==> config.mk <==
export PLATFORM = sky130hd
export DESIGN_NAME = mix_unmixer
export DESIGN_NICKNAME = d
export VERILOG_FILES = /design/src/rtl/mix_unmixer.sv
export SDC_FILE = /design/constraint.sdc
export NUM_CORES = 1
export LEC_CHECK = 0
export ABC_AREA = 0
export ABC_CLOCK_PERIOD_IN_PS = 12300
export CAP_MARGIN = 20
export CORE_UTILIZATION = 55
export DETAILED_ROUTE_END_ITERATION = 6
export HOLD_SLACK_MARGIN = 0.12
export PLACE_DENSITY = 0.84
export SYNTH_ARGS = -nofsm -noshare
export SYNTH_HDL_FRONTEND = slang
export SYNTH_SLANG_ARGS = --single-unit
==> constraint.sdc <==
create_clock -name clk -period 12.3 [get_ports clk]
set_clock_uncertainty 0.1 [all_clocks]
set_input_delay 3.075 -clock clk [delete_from_list [all_inputs] [get_ports clk]]
set_output_delay 3.075 -clock clk [all_outputs]
set_load 0.01 [all_outputs]
==> src/rtl/mix_unmixer.sv <==
// Iterative inverse of the eight-lane 32-bit mixing round.
// One lane-step per clock through a single shared multiply/xor/subtract path.
//
// state | meaning
// IDLE  | waiting for a mixed state, in_ready high
// RUN   | one inverse lane-step per cycle, lane 7 down to 0, ROUNDS times
// DONE  | recovered state held on out_data until out_ready
module mix_unmixer #(
  parameter int ROUNDS = 4
) (
  input  logic         clk,
  input  logic         rst,
  input  logic         in_valid,
  output logic         in_ready,
  input  logic [255:0] in_data,
  output logic         out_valid,
  input  logic         out_ready,
  output logic [255:0] out_data,
  output logic         busy
);

  typedef enum logic [1:0] {IDLE, RUN, DONE} state_t;

  state_t      state;
  logic [31:0] lane [8];
  logic [2:0]  lane_cnt;
  logic [3:0]  round_cnt;

  logic [31:0] cur, nbr3, nbr7, minv, prod, step_out;

  // Lane indices wrap naturally in the 3-bit counter arithmetic.
  always_comb begin
    cur      = lane[lane_cnt];
    nbr3     = lane[lane_cnt + 3'd3];
    nbr7     = lane[lane_cnt + 3'd7];
    minv     = lane_cnt[0] ? 32'hCCCC_CCCD : 32'hAAAA_AAAB;
    prod     = cur * minv;
    step_out = (prod ^ {nbr3[15:0], 16'h0000}) - nbr7;
  end

  always_comb begin
    out_data = '0;
    for (int k = 0; k < 8; k++) out_data[32*k +: 32] = lane[k];
  end

  always_ff @(posedge clk) begin
    if (rst) begin
      state     <= IDLE;
      in_ready  <= 1'b1;
      out_valid <= 1'b0;
      busy      <= 1'b0;
      lane_cnt  <= '0;
      round_cnt <= '0;
      for (int k = 0; k < 8; k++) lane[k] <= '0;
    end else begin
      case (state)
        IDLE: begin
          if (in_valid) begin
            for (int k = 0; k < 8; k++) lane[k] <= in_data[32*k +: 32];
            lane_cnt  <= 3'd7;
            round_cnt <= 4'(ROUNDS - 1);
            in_ready  <= 1'b0;
            busy      <= 1'b1;
            state     <= RUN;
          end
        end
        RUN: begin
          lane[lane_cnt] <= step_out;
          lane_cnt       <= lane_cnt - 3'd1;
          if (lane_cnt == 3'd0) begin
            if (round_cnt == 4'd0) begin
              busy      <= 1'b0;
              out_valid <= 1'b1;
              state     <= DONE;
            end else begin
              round_cnt <= round_cnt - 4'd1;
            end
          end
        end
        DONE: begin
          if (out_ready) begin
            out_valid <= 1'b0;
            in_ready  <= 1'b1;
            state     <= IDLE;
          end
        end
        default: state <= IDLE;
      endcase
    end
  end

endmodule

**After elaboration in Yosys (flattened, before gate mapping)**

Memories as Yosys holds them, arrays and structs flattened. A register that Yosys moved wholly into a read port is not among the register bits.
Index checks and enable logic that the tools add are counted.

- Add/sub/neg operators: 5
- Multipliers: 1
- Equal/unequal tests: 7
- Mux-type cells: 45
- Bitwise operators: 9
- Reductions and logical operators: 13

Operator list:

| kind | number |
|---|---|
| $mux W32 | 9 |
| $mul A32 B32 Y32 | 1 |
| $reduce_or A32 Y1 | 1 |
| $sub A32 B32 Y32 | 1 |
| $xor A32 B32 Y32 | 1 |
| $mux W31 | 1 |
| $mux W1 | 18 |
| $reduce_and A4 Y1 | 4 |
| $mux W3 | 4 |
| $mux W4 | 3 |
| $ne A2 B2 Y1 const B | 5 |
| $mux W2 | 4 |
| $or A1 B1 Y1 | 8 |
| $pmux W4 S2 | 1 |
| $pmux W1 S2 | 3 |
| $pmux W2 S3 | 1 |
| $pmux W3 S2 | 1 |
| $reduce_bool A2 Y1 | 3 |
| $logic_not A4 Y1 | 1 |
| $sub A4 B1 Y4 const B | 1 |
| $add A3 B2 Y3 const B | 1 |
| $add A3 B3 Y3 const B | 1 |
| $logic_not A3 Y1 | 1 |
| $reduce_and A3 Y1 | 1 |
| 5 further kinds | 5 |

- Register bits after elaboration: 12
- Bits in writable memories: 256
- Bits of input ports: 260
- Output and inout bits: 259
- Word-level logic and storage cells: 87
- Memories kept: 1

Memories:

| name | words | width | read ports | clocked after Yosys merged registers in | write ports | RTL line | text |
|---|---|---|---|---|---|---|---|
| lane | 8 | 32 | 11 | 1 | 8 | 25 | `logic [31:0] lane [8];` |

**Depth between registers and ports, before layout**

- Word-level depth: 6
- Mapped depth: 45
- Mapped depth without buffers: 41

**Worst setup path before layout**

OpenSTA, ideal clock, no wires.

- Path type: register to register
- From: register with a tool-made name
- To: memory lane[0][29] (data pin)
- Setup time: 0.256 ns
- Data arrival time: 9.700 ns
- Data required time: 11.944 ns
- Slack: 2.243 ns
- Stages on the path, launching flop included: 40
- Path buffers: 5
- Clock period less this slack: 10.057 ns
- Path through: dfxtp_1 > buf_6 > buf_4 > buf_2 > buf_1 > buf_1 > mux4_2 > mux2i_1 > inv_1 > nand2_1 > fa_1 > inv_1 > fa_1 > fa_1 > inv_1 > fa_1 > inv_1 > fa_1 > [... 4 more ...] > fa_1 > ha_1 > a21oi_1 > nand2b_1 > o21a_1 > a21o_1 > a21oi_1 > o21ai_0 > xnor2_1 > ha_1 > nor2b_1 > o21ai_0 > nand2b_1 > a21oi_1 > o21ai_1 > a2111oi_0 > xnor2_1 > a22o_1

RTL lines:

| what | RTL line |
|---|---|
| to (decl) | 25 |

==> results.yml <==
floorplanning:
  chipWidth_microns: 226.5
  pin_count: 519
  rows: 81
  die_y_microns: 226.5
  start_util_pct: 56.14
  dieArea_sq_um: 51280
  fp.coreArea_sq_um: 49360
routing:
  drt_wl_total_mm: 118.1
  drt_iter0_markers: 3517
  first_pass_iters: 6
  drc_errors: 0
  num_vias: 23940
  ant_nets: 0
  avgViaCountPerCell: 6.507
  detail_route.wl_per_cell_microns: 32.11
clock_tree:
  clk_latency_ns: 0.60
  h-tree-depth: 1
  cts_setup_buffers: 0
  cts_tree: "built"
  cts-hold-fix-buffers: 0
  cts_buffer_depth: 3
  clockRootBuffer: "clkbuf_16"
  post_cts_resized: 0
  cts_sinks: 271
  cts.clk_slew.worst_paths_ns: 0.06
  cts-buffers-inserted: 29
place:
  dp.cells: 3623
  portBuffers: 518
  dpl.hpwl_mm: 95.10
  place_congestion: 1.076
  dpl-instance-area_sq_um: 33780
  post-place-ws_ns: 1.405
final_layout:
  final_area_sq_um: 34860
  drive_gt1_share_pct: 8.889
  final_nets: 3721
  syn2layout_area_growth_pct: 25.79
  diodes: 0
  instances_no_fill: 3679
  fillers: 3513
yosys:
  post-synth-top-area-fraction_pct: 27.74
  ys_seq_area_share_pct: 28.83
  synth_xor_area_share_pct: 4.764
  synth_cells: 2485
  synth-seq-cells: 271
  ys_types: 69
  synth-edff-count: 256
  synth_compound_area_share_pct: 10.64
  yosys-mux-area-fraction_pct: 13.12
  yosysMostFrequentCell: "inv_1"
  synth_top_family_by_area: "adder cells"
  ys.flop_type: "edfxtp_1"
  synth_fa_ha_area_share_pct: 28.15
  yosys_warnings: 0
  netlist_area_sq_um: 27710
  synth-simple-area-share_pct: 7.590
  synthTopCellsByCount: "379 x inv_1, 264 x fa_1, 256 x edfxtp_1, 214 x nand2_1, 201 x ha_1"
  syn_area_per_cell_sq_um: 11.15
  ys_async_sr_fraction_pct: 0
  ys_top_cells_by_area: "edfxtp_1 28%, fa_1 19%, mux4_2 9.8%"
  synth_top_cell_by_area: "edfxtp_1"
worst_hold_path:
  min_path_cells: 2
  hp-class: "reg -> reg"
worst_setup_path:
  slowest_stage: "xnor2_1"
  required_ns: 12.49
  reg2reg_depth: 37
  slowest_delay_ns: 0.85
  cp_max_fo: 34
  path_class: "reg -> reg"
  crit_path_start_kind: "register"
  worst_path_most_repeated_cell: "ha_1"
  arrival_ns: 11.36
  end_kind: "register"
  rrSetupSlack_ns: 1.13
flow_run:
  cap_violations: 0
global_routing:
  antenna_found_initial: 2
  grt_overflow_total: 0
  grt_pass1_wl_mm: 166.6
  grt_max_degree: 111
  grtUsageTotal_pct: 46.31
  grt_pass1_vias: 24150
timing:
  finalHoldViolations: 0
  slew_headroom_pct: 23.95
  fin_ws_ns: 1.133
  setup_viol_count_final: 0
  worst_pin_slew_ns: 1.109
  slew_viol_final: 0
  fin_crit_sh_pct: 90.79
  fmax_mhz: 89.55
  grt_setup_unrepaired: "false"
  period_minus_slack_ns: 11.17
  fin_tns_setup_ns: 0
run_status:
  outcome: "complete, no violations"
-- per-stage QoR --
step	util (%)	hold slack (ns)
6_report	70.62	0.4429
5_1_grt	70.62	0.4657
4_1_cts	70.42	0.4169
3_5_place_dp	68.44	0.4000
3_3_place_gp	68.37	0.3814
2_1_floorplan	-	0.3895
-- path summary, 6_finish.rpt --
kind,start,end
hold reg to reg,out_valid$_SDFFE_PP0P_,out_valid$_SDFFE_PP0P_
setup / recovery,register,lane[0][30]$_DFFE_PP_
hold / removal,out_valid$_SDFFE_PP0P_,out_valid$_SDFFE_PP0P_
setup reg to reg,register,lane[0][30]$_DFFE_PP_
-- kinds of logic (layout without fill, tap and decap cells) --
| group | Yosys count | in the layout |
|---|---|---|
| DFF | 271 | 271 |
| AOI/OAI and AO/OA | 413 | 413 |
| buffers and inverters | 495 | 997 |
| muxes | 210 | 210 |
| and+or+nand+nor | 480 | 480 |
| xor gates and xnor gates | 149 | 149 |
| adders and majority gates | 465 | 465 |
| other | 2 | 30 |
-- cell usage in the layout (no fill, tap or decap), drive strengths merged, types with 4 or more instances in the layout --
cell type and instances:
inv 383, a21o 43, nand2 215, bufinv 6, ha 201, buf 46
o21a 9, or3 4, o21bai 9, mux2i 81, nand4 6, conb 30
dfxtp 15, nor3 13, mux4 120, nor2 110, nand3 67, nor2b 11
and2 9, xnor2 111, or2 12, and3 14, a21oi 61, fa 264
edfxtp 256, nand2b 13, o21ai 103, mux2 9, clkinv 9, xor2 38
clkdlybuf4s50 518, a22o 151, a31oi 9, clkbuf 35, a22oi 4
-- layout make-up --
type / count / area (sq um) / share of cell area, %
tap: 664 / 830.8 / 2.383
timing repair buffer: 564 / 5600 / 16.07
clock buffer: 35 / 748.2 / 2.147
inverter: 383 / 1438 / 4.124
clock inverter: 15 / 227.7 / 0.6533
multi-input combinational: 1747 / 18010 / 51.67
sequential: 271 / 8003 / 22.96
-- worst max-delay path: cells and delay by family (launching register included) --
family | cells | cell delay, ns
buffers and inverters | 5 | 0.36
and+or+nand+nor | 3 | 0.28
adders and majority gates | 9 | 3.37
xor gates and xnor gates | 3 | 1.58
muxes | 2 | 1.11
AOI/OAI and AO/OA | 15 | 3.15
DFF | 1 | 0.83
-- routing by layer --
metal  part of all wire, %  global-route usage (%)  vias to the layer above
met2                    45                   71.42                     2111
met5                 0.022                       0                        -
met1                    34                   57.99                    11700
li1                      -                       -                     9664
met3                    13                   12.65                      458
met4                   8.5                   28.86                        4
-- sequential cells by signal, indices dropped and copies added, names as in the netlist, named ones only --
signal,cells
lane_cnt,3
lane,256
in_ready,1
out_valid,1
round_cnt,4
busy,1
state,2
Power is left out: the tool's default activity adds up to more than one toggle a clock period on the data nets, which glitch-free logic cannot reach.
